`src/rtl/cpu_defs.sv`:
```
// Shared CPU definitions used by the fetch stage, hazard unit and IF/ID register.
//   DW             : data/address width
//   RESET_VEC_ADDR : memory location holding the boot PC
//   NOP_INSTR      : bubble encoding when no valid fetch is presented
//   INT_VEC_ADDR   : memory location holding the interrupt handler PC
//   fetch_state_e  : fetch FSM encoding (S_INTV only with FETCH_INTR_EN)
package cpu_defs;
  localparam int            DW             = 8;
  localparam logic [DW-1:0] RESET_VEC_ADDR = 8'h00;
  localparam logic [DW-1:0] NOP_INSTR      = 8'h00;
  localparam logic [DW-1:0] INT_VEC_ADDR   = 8'h01;

  typedef enum logic [1:0] {
    S_BOOT = 2'd0,
    S_RUN  = 2'd1,
    S_HALT = 2'd2
`ifdef FETCH_INTR_EN
    , S_INTV = 2'd3
`endif
  } fetch_state_e;
endpackage

```
`src/rtl/fetch_stage_if.sv`:
```
// Fetch-stage bus: hazard/execute/decode controls in, instruction memory
// address/data, and the IF/ID register feed out.
//   master : the fetch stage
//   slave  : surrounding pipeline / instruction memory
// Optional FETCH_INTR_EN adds intr, int_ack, int_ret_pc.
interface fetch_stage_if;
  import cpu_defs::*;
  logic          stall_F;
  logic          redirect_E;
  logic [DW-1:0] target_E;
  logic          halt_D;
  logic [DW-1:0] imem_data;
  logic [DW-1:0] imem_addr;
  logic [DW-1:0] instr_out;
  logic [DW-1:0] pc_reg_out;
  logic [DW-1:0] pc_plus_1_out;
  logic          fetch_valid;
  logic          halted;
`ifdef FETCH_INTR_EN
  logic          intr;
  logic          int_ack;
  logic [DW-1:0] int_ret_pc;
`endif

  modport master (
    input  stall_F, redirect_E, target_E, halt_D, imem_data,
`ifdef FETCH_INTR_EN
    input  intr,
    output int_ack, int_ret_pc,
`endif
    output imem_addr, instr_out, pc_reg_out, pc_plus_1_out, fetch_valid, halted
  );

  modport slave (
    output stall_F, redirect_E, target_E, halt_D, imem_data,
`ifdef FETCH_INTR_EN
    output intr,
    input  int_ack, int_ret_pc,
`endif
    input  imem_addr, instr_out, pc_reg_out, pc_plus_1_out, fetch_valid, halted
  );
endinterface

```
`src/rtl/fetch_stage_pc_register.sv`:
```
// pc_register: W-bit program counter with async active-low clear.
//   clk, reset : clock / async active-low clear
//   load       : 1 = take d, 0 = hold
//   d, q       : next-PC in, current PC out
module pc_register #(
  parameter int W = 8
) (
  input  logic         clk,
  input  logic         reset,
  input  logic         load,
  input  logic [W-1:0] d,
  output logic [W-1:0] q
);
  always_ff @(posedge clk or negedge reset)
    if (!reset)    q <= '0;
    else if (load) q <= d;
endmodule

```
`src/rtl/fetch_stage.sv`:
```
// fetch_stage: owns the PC, drives the instruction-memory address and feeds
// instruction / PC / PC+1 to the IF/ID register. Handles reset-vector boot,
// Execute redirects, hazard freezes (stall_F=0) and HLT.
//   clk, reset : clock, async active-low reset
//   bus        : fetch_stage_if.master (controls, imem, IF/ID outputs)
// Optional macro FETCH_INTR_EN: level-rise interrupt, vectored through
// INT_VEC_ADDR, with int_ack pulse and saved return PC.
module fetch_stage #(
  parameter int                    DW             = cpu_defs::DW,
  parameter logic [cpu_defs::DW-1:0] RESET_VEC_ADDR = cpu_defs::RESET_VEC_ADDR,
  parameter logic [cpu_defs::DW-1:0] NOP_INSTR      = cpu_defs::NOP_INSTR
`ifdef FETCH_INTR_EN
  , parameter logic [cpu_defs::DW-1:0] INT_VEC_ADDR = cpu_defs::INT_VEC_ADDR
`endif
) (
  input  logic          clk,
  input  logic          reset,
  fetch_stage_if.master bus
);
  import cpu_defs::*;

  fetch_state_e    state_q, state_d;
  logic [DW-1:0]   pc_q, pc_d;
  logic            pc_ld;
  logic            take_int;

  pc_register #(.W(DW)) u_pc (
    .clk   (clk),
    .reset (reset),
    .load  (pc_ld),
    .d     (pc_d),
    .q     (pc_q)
  );

  always_ff @(posedge clk or negedge reset)
    if (!reset) state_q <= S_BOOT;
    else        state_q <= state_d;

`ifdef FETCH_INTR_EN
  logic          intr_q, pend_q, int_ack_q;
  logic [DW-1:0] ret_q;
  logic          pend_eff;
  logic          intr_rise;

  // A rise seen this cycle counts immediately so the return PC is the
  // instruction on the bus when intr rose.
  assign intr_rise = bus.intr & ~intr_q;
  assign pend_eff  = pend_q | (intr_rise & ((state_q == S_RUN) | (state_q == S_HALT)));

  always_ff @(posedge clk or negedge reset)
    if (!reset) begin
      intr_q    <= 1'b0;
      pend_q    <= 1'b0;
      int_ack_q <= 1'b0;
      ret_q     <= '0;
    end else begin
      intr_q    <= bus.intr;
      pend_q    <= pend_eff & ~take_int;
      int_ack_q <= take_int;
      if (take_int) ret_q <= pc_q;
    end

  assign bus.int_ack    = int_ack_q;
  assign bus.int_ret_pc = ret_q;
`else
  assign take_int = 1'b0;
`endif

  always_comb begin
    state_d         = state_q;
    pc_d            = pc_q;
    pc_ld           = 1'b0;
    bus.imem_addr   = pc_q;
    bus.instr_out   = NOP_INSTR;
    bus.fetch_valid = 1'b0;
    bus.halted      = 1'b0;
`ifdef FETCH_INTR_EN
    take_int        = 1'b0;
`endif
    case (state_q)
      S_BOOT: begin
        bus.imem_addr = RESET_VEC_ADDR;
        pc_d          = bus.imem_data;
        pc_ld         = 1'b1;
        state_d       = S_RUN;
      end
      S_RUN: begin
        bus.instr_out   = bus.imem_data;
        bus.fetch_valid = 1'b1;
        // Redirect flushes the younger HLT and beats a freeze.
        if (bus.redirect_E) begin
          pc_d  = bus.target_E;
          pc_ld = 1'b1;
        end else if (bus.halt_D) begin
          state_d = S_HALT;
`ifdef FETCH_INTR_EN
        end else if (pend_eff && bus.stall_F) begin
          take_int = 1'b1;
          state_d  = S_INTV;
`endif
        end else if (bus.stall_F) begin
          pc_d  = pc_q + DW'(1);
          pc_ld = 1'b1;
        end
      end
      S_HALT: begin
        bus.halted = 1'b1;
        if (bus.redirect_E) begin
          pc_d    = bus.target_E;
          pc_ld   = 1'b1;
          state_d = S_RUN;
`ifdef FETCH_INTR_EN
        end else if (pend_eff) begin
          take_int = 1'b1;
          state_d  = S_INTV;
`endif
        end
      end
`ifdef FETCH_INTR_EN
      S_INTV: begin
        bus.imem_addr = INT_VEC_ADDR;
        pc_d          = bus.imem_data;
        pc_ld         = 1'b1;
        state_d       = S_RUN;
      end
`endif
      default: state_d = S_BOOT;
    endcase
  end

  assign bus.pc_reg_out    = pc_q;
  assign bus.pc_plus_1_out = pc_q + DW'(1);
endmodule

```
`src/flat_wrapper.sv`:
```
// flat-port wrapper written by rule: the top's interface ports become plain ports
module fetch_stage_flat import cpu_defs::*;
#(
  parameter int                    DW             = cpu_defs::DW,
  parameter logic [cpu_defs::DW-1:0] RESET_VEC_ADDR = cpu_defs::RESET_VEC_ADDR,
  parameter logic [cpu_defs::DW-1:0] NOP_INSTR      = cpu_defs::NOP_INSTR

)
  (clk, reset, bus_stall_F, bus_redirect_E, bus_target_E, bus_halt_D, bus_imem_data, bus_imem_addr, bus_instr_out, bus_pc_reg_out, bus_pc_plus_1_out, bus_fetch_valid, bus_halted);
  fetch_stage_if bus_i ();
  input  logic clk;
  input  logic reset;
  input wire logic [$bits(bus_i.stall_F)-1:0] bus_stall_F;
  input wire logic [$bits(bus_i.redirect_E)-1:0] bus_redirect_E;
  input wire logic [$bits(bus_i.target_E)-1:0] bus_target_E;
  input wire logic [$bits(bus_i.halt_D)-1:0] bus_halt_D;
  input wire logic [$bits(bus_i.imem_data)-1:0] bus_imem_data;
  output wire logic [$bits(bus_i.imem_addr)-1:0] bus_imem_addr;
  output wire logic [$bits(bus_i.instr_out)-1:0] bus_instr_out;
  output wire logic [$bits(bus_i.pc_reg_out)-1:0] bus_pc_reg_out;
  output wire logic [$bits(bus_i.pc_plus_1_out)-1:0] bus_pc_plus_1_out;
  output wire logic [$bits(bus_i.fetch_valid)-1:0] bus_fetch_valid;
  output wire logic [$bits(bus_i.halted)-1:0] bus_halted;
  assign bus_i.stall_F = bus_stall_F;
  assign bus_i.redirect_E = bus_redirect_E;
  assign bus_i.target_E = bus_target_E;
  assign bus_i.halt_D = bus_halt_D;
  assign bus_i.imem_data = bus_imem_data;
  assign bus_imem_addr = bus_i.imem_addr;
  assign bus_instr_out = bus_i.instr_out;
  assign bus_pc_reg_out = bus_i.pc_reg_out;
  assign bus_pc_plus_1_out = bus_i.pc_plus_1_out;
  assign bus_fetch_valid = bus_i.fetch_valid;
  assign bus_halted = bus_i.halted;
  fetch_stage #(.DW(DW), .RESET_VEC_ADDR(RESET_VEC_ADDR), .NOP_INSTR(NOP_INSTR)) u_core (.clk(clk), .reset(reset), .bus(bus_i));
endmodule
```
`config.mk`:
```
export PLATFORM = sky130hd
export DESIGN_NAME = fetch_stage_flat
export DESIGN_NICKNAME = d
export VERILOG_FILES = /design/src/rtl/cpu_defs.sv /design/src/rtl/fetch_stage_if.sv /design/src/rtl/fetch_stage_pc_register.sv /design/src/rtl/fetch_stage.sv /design/src/flat_wrapper.sv
export SDC_FILE = /design/constraint.sdc
export NUM_CORES = 1
export LEC_CHECK = 0
export ABC_AREA = 1
export BUFFER_PORTS_ARGS = -buffer_cell sky130_fd_sc_hd__buf_2
export CAP_MARGIN = 20
export CORE_AREA = 2 2 50 52
export CTS_CLUSTER_SIZE = 12
export DETAILED_ROUTE_END_ITERATION = 12
export DIE_AREA = 0 0 52 54
export GPL_TIMING_DRIVEN = 1
export PLACE_DENSITY = 0.88
export SLEW_MARGIN = 40
export SYNTH_ARGS = -nofsm -noshare
export SYNTH_HDL_FRONTEND = slang
export SYNTH_SLANG_ARGS = --single-unit
```
`constraint.sdc`:
```
create_clock -name clk -period 3.9 [get_ports clk]
set_input_delay 0.39 -clock clk [delete_from_list [all_inputs] [get_ports clk]]
set_output_delay 0.39 -clock clk [all_outputs]
set_load 0.005 [all_outputs]
```
# Word level (Yosys, flattened, before mapping)

Index checks and enable logic that the tools add are counted.

Output and inout bits: 34
Logic and storage cells: 32
Bits in registers: 10
Bits of input ports: 21

Equal/unequal tests: 7
Mux-type cells: 18
Reductions and logical operators: 4
Add/sub/neg operators: 1

Operator list:

| kind                  | number |
|---|---|
| $mux W8               | 6 |
| $pmux W8 S3           | 1 |
| $add A8 B1 Y8 const B | 1 |
| $mux W1               | 6 |
| $mux W2               | 3 |
| $ne A2 B2 Y1 const B  | 3 |
| $ne A3 B3 Y1 const B  | 2 |
| $pmux W2 S3           | 1 |
| $reduce_and A5 Y1     | 1 |
| $pmux W1 S3           | 1 |
| $reduce_and A3 Y1     | 1 |
| $reduce_bool A3 Y1    | 1 |
| $eq A2 B1 Y1 const B  | 1 |
| $eq A2 B2 Y1 const B  | 1 |
| $logic_not A2 Y1      | 1 |

# Logic depth before layout (Yosys ltp)

Depth in word-level cells: 5
Mapped depth: 12
Gate-level depth less buffers: 10

# Modules after synthesis

A second synthesis with hierarchy kept.

Cell total of the unflattened synthesis: 207
Area, all modules: 1137.3 µm²

By module, submodules not included:

| module      | seq. area each (µm²) | area an instance (µm²) | times used | cells an instance |
|---|---|---|---|---|
| fetch_stage | 50.0                 | 832.0                  | 1          | 173 |
| pc_register | 200.2                | 305.3                  | 1          | 34 |

# Least setup slack after synthesis

No wires, ideal clock.

Path kind: flip-flop to flip-flop
From: reg u_core.state_q[0]
To: reg u_core.u_pc.q[3]
Arrival time: 1.355 ns
Required time: 3.781 ns
Stages on the path, launching flop included: 13
Slack: 2.426 ns
Path buffers: 2
Period minus slack after synthesis: 1.474 ns
Library setup time: 0.119 ns
Cells stage by stage: dfrtp_1 inv_1 ha_1 buf_4 inv_2 nand2_2 nor2_1 nor2_2 nand2_2 buf_6 nor2_2 nand2_1 o21ai_2

Cells in the longest elaborated chain, start to end: 3
Elaborated cells between the ends (all ways): 10
Those cells by class: eq/ne (5); mux (2); reduce/logical (3)

RTL lines:

| element                                    | line                          | text |
|---|---|---|
| start: declaration                         | fetch_stage.sv:22             | `fetch_state_e state_q, state_d;` |
| start signal: assignment                   | fetch_stage.sv:37             | `else state_q <= state_d;` |
| $eq A2 B2 Y1, or another cell as far along | fetch_stage.sv:80             | `case (state_q)` |
| $pmux W1 S3, or another cell as far along  | fetch_stage.sv:80             |  |
| $reduce_and A5 Y1 (no source line)         | -                             |  |
| end signal: assignment                     | fetch_stage_pc_register.sv:15 | `if (!reset) q <= '0;` |
| end signal: assignment                     | fetch_stage_pc_register.sv:16 | `else if (load) q <= d;` |
| end: declaration                           | fetch_stage_pc_register.sv:12 | `output logic [W-1:0] q` |

Several ways; a longest one is shown, not always the timed one.
A chain may end at the register's enable or synchronous reset.

# Final worst setup path

From: reg u_core.state_q[1]
To: reg u_core.u_pc.q[1]

Same word-level chain as after synthesis.

==> impl_metrics.yaml <==
clocking:
  cts_root_buf: "clkbuf_4"
  post_cts_resize_count: 0
  cts_buffers: 3
  clock-sinks: 10
  h-tree-depth: 1
  cts_tree: "done"
  postCtsSetupBuffers: 0
  ctsLongestPathBuffers: 2
  cts.reportedPaths.clkPinSlew_ps: 80
  clk_latency_ps: 270
pwr:
  total_power_w: 0.00115
  p_leak_nw: 0.851
  p_per_area_nw_per_um2: 852
  ir_drop_v: 0.000693
route:
  drt-total-wl_um: 2800
  route.vias.total: 1236
  via_per_inst: 4.70
  drt_iter0_markers: 26
  antenna_left: 0
  route.detailed.drc: 0
  drtPass1Iterations: 4
  routedWlPerCell_um: 10.7
synthesis:
  synth_cell_types: 19
  seq_area_frac_synth_pct: 24.2
  synth.area.top_cells: "dfrtp_1 24%, nand2_1 23%, nor2_1 9.4%"
  ys_seq_elements: 10
  synth_cells: 179
  synthFlopType: "dfrtp_1"
  yosysMostFrequentCell: "nand2_1"
  synth.cell_area_um2: 1040
  yosysTopAreaCell: "dfrtp_1"
  syn-num-nets: 206
  yosys-top-cells-count: "64 x nand2_1, 26 x nor2_1, 23 x inv_1, 12 x nand3_1, 10 x dfrtp_1"
  yosysWarnings: 0
  syn_area_per_cell_um2: 5.79
  yosysTopAreaCellShare_pct: 24.2
  synthArstFlopShare_pct: 100
  synth_edf_count: 0
worst_setup_path:
  cp-end-kind: "flop"
  cp_max_fo: 14
  critical_path_buf_inv_count: 3
  cp.required_ps: 4060
  slowest_stage: "ha_1"
  r2r_slack_ps: 1940
  rr_worst_depth: 9
  critPathMaxStageDelay_ps: 460
  timing.rr.start: "u_core.state_q[1]"
  cpLargestDelayFamily: "simple AND/OR/NAND/NOR gates"
  crit_chain: "inv_1 > ha_1 > inv_1 > nand2_1 > nand3_1 > nand2_2 > inv_1 > nand2_1 > nand2_1"
  cp_num_cells: 9
  start_kind: "flop"
  arrival_ps: 2130
  critPathKind: "reg2reg"
  r2r-end: "u_core.u_pc.q[1]"
hold_path:
  hold_path_class: "in2reg"
  hold_path_end: "u_core.u_pc.q[6]"
  hp-start: "bus_target_E[6]"
  hold_depth: 5
layout:
  final_cells: 263
  num_antenna_cells: 0
  final-seq-area_um2: 250
  fin_nets: 261
  fin_util_pct: 58.4
  areaGrowthSynthToFinish_pct: 30.8
  nFillCells: 235
  drive_above_1_share_pct: 30.9
  multiInputGateArea_um2: 653
global_route:
  grt_max_degree: 17
  grt_usage_pct: 21.3
  antenna_found_initial: 0
  grt_pass1_vias: 1079
  grt_pass1_wl_um: 4460
  grt_overflow_total: 0
floorplan:
  chipWidth_um: 52
  start_util_pct: 44.7
  row_count: 18
  die_h_um: 54
  ios: 55
  die_area_um2: 2810
  core-area_um2: 2320
place:
  gp_congestion: 0.822
  dp_hpwl_um: 2230
  portBuffers: 54
  dp_cells: 258
sta:
  finalSetupViolCount: 0
  finClkSkew_ps: 6.62
  maxSlewViolCount: 0
  hold_slack_ps: 435
  maxSlewHeadroom_pct: 68.2
  fin_crit_ps: 1960
  setup_tns_ps: 0
  max_freq_mhz: 509
  rsz0062_at_grt: "no"
  hold_violations: 0
  worst_slew_pin_slew_ps: 477
  period_share_pct: 50.4
status:
  status: "finished clean"
flow_run:
  maxCapViolCount: 0
## worst max path at each step
| stage | startpoint | slack (ps) | end |
|---|---|---|---|
| global route | u_core.state_q[1] | 1710 | u_core.u_pc.q[1] |
| floorplan | u_core.state_q[0] | 2430 | u_core.u_pc.q[3] |
| CTS | u_core.state_q[1] | 1920 | u_core.u_pc.q[1] |
| global placement | u_core.state_q[1] | 2070 | u_core.u_pc.q[0] |
| detailed placement | u_core.state_q[1] | 1940 | u_core.u_pc.q[1] |
| finish | u_core.state_q[1] | 1940 | u_core.u_pc.q[1] |
## area by class of cell
cell class,count,share of cell area (%)
Timing Repair Buffer,55,20.7
Sequential cell,10,18.5
Multi-Input combinational cell,138,48.2
Tap cell,30,2.77
Inverter,26,7.20
Clock buffer,4,2.68
## power breakdown
group | internal, W | switching (W) | leakage, nW
combinational | 0.000335 | 0.000501 | 0.706
sequential | 0.000159 | 0.0000635 | 0.124
clock | 0.0000567 | 0.0000396 | 0.0210
total | 0.000550 | 0.000604 | 0.851
## kinds of logic (layout without fill, tap and decap cells)
family | after synthesis | after routing | share of synthesized area (%)
AND/OR/NAND/NOR | 117 | 117 | 47.6
buffers and inverters | 31 | 85 | 12.8
AO/OA/AOI/OAI | 15 | 15 | 8.21
flip-flops | 10 | 10 | 24.2
adder cells (fa/ha/maj) | 6 | 6 | 7.25
## cells in the final DEF (no fill, tap or decap)
cell type      Yosys  routed
dfrtp_1           10      10
dlygate4sd3_1      0       1
o21ai_0            6       6
nand2_2            2       2
inv_1             23      23
and2_1             5       5
o21ai_2            2       2
nor2_2             7       7
a21oi_1            5       5
buf_2              1      54
nand3b_1           1       1
clkbuf_4           0       3
nand3_1           12      12
inv_2              3       3
ha_1               6       6
a31oi_1            2       2
nor2_1            26      26
nand2_1           64      64
clkbuf_8           0       1
## per-layer routing
metal	vias to the layer above	track usage [%]	wire, um
met5	-	0	0
met1	528	26.1	1160
li1	650	-	-
met4	0	7.89	55
met3	6	4.72	216
met2	52	36.5	1370
## stage by stage
| step | cell area (um^2) | worst slack, ps |
|---|---|---|
| after floorplan | 1040 | 2430 |
| after global placement | 1310 | 2070 |
| after detailed placement | 1310 | 1940 |
| after CTS | 1360 | 1920 |
| after global routing | 1360 | 1710 |
| final | 1360 | 1940 |
## sequential cells by signal (all words and copies together) (netlist names)
register and cells:
u_core.u_pc.q 8, u_core.state_q 2
## tightest hold or removal path: stages
cell,delay (ps)
buf_2,90
a21oi_1,60
nand2_1,50
nand2_1,40
nand2_1,40
## timing repair
| action | CTS | global route |
|---|---|---|
| hold buffers | 1 | 0 |
| endpoints found under the hold margin | 10 | 0 |
| setup endpoints to repair | 0 | 0 |
Note: power is estimated with default switching activity, not from simulation.
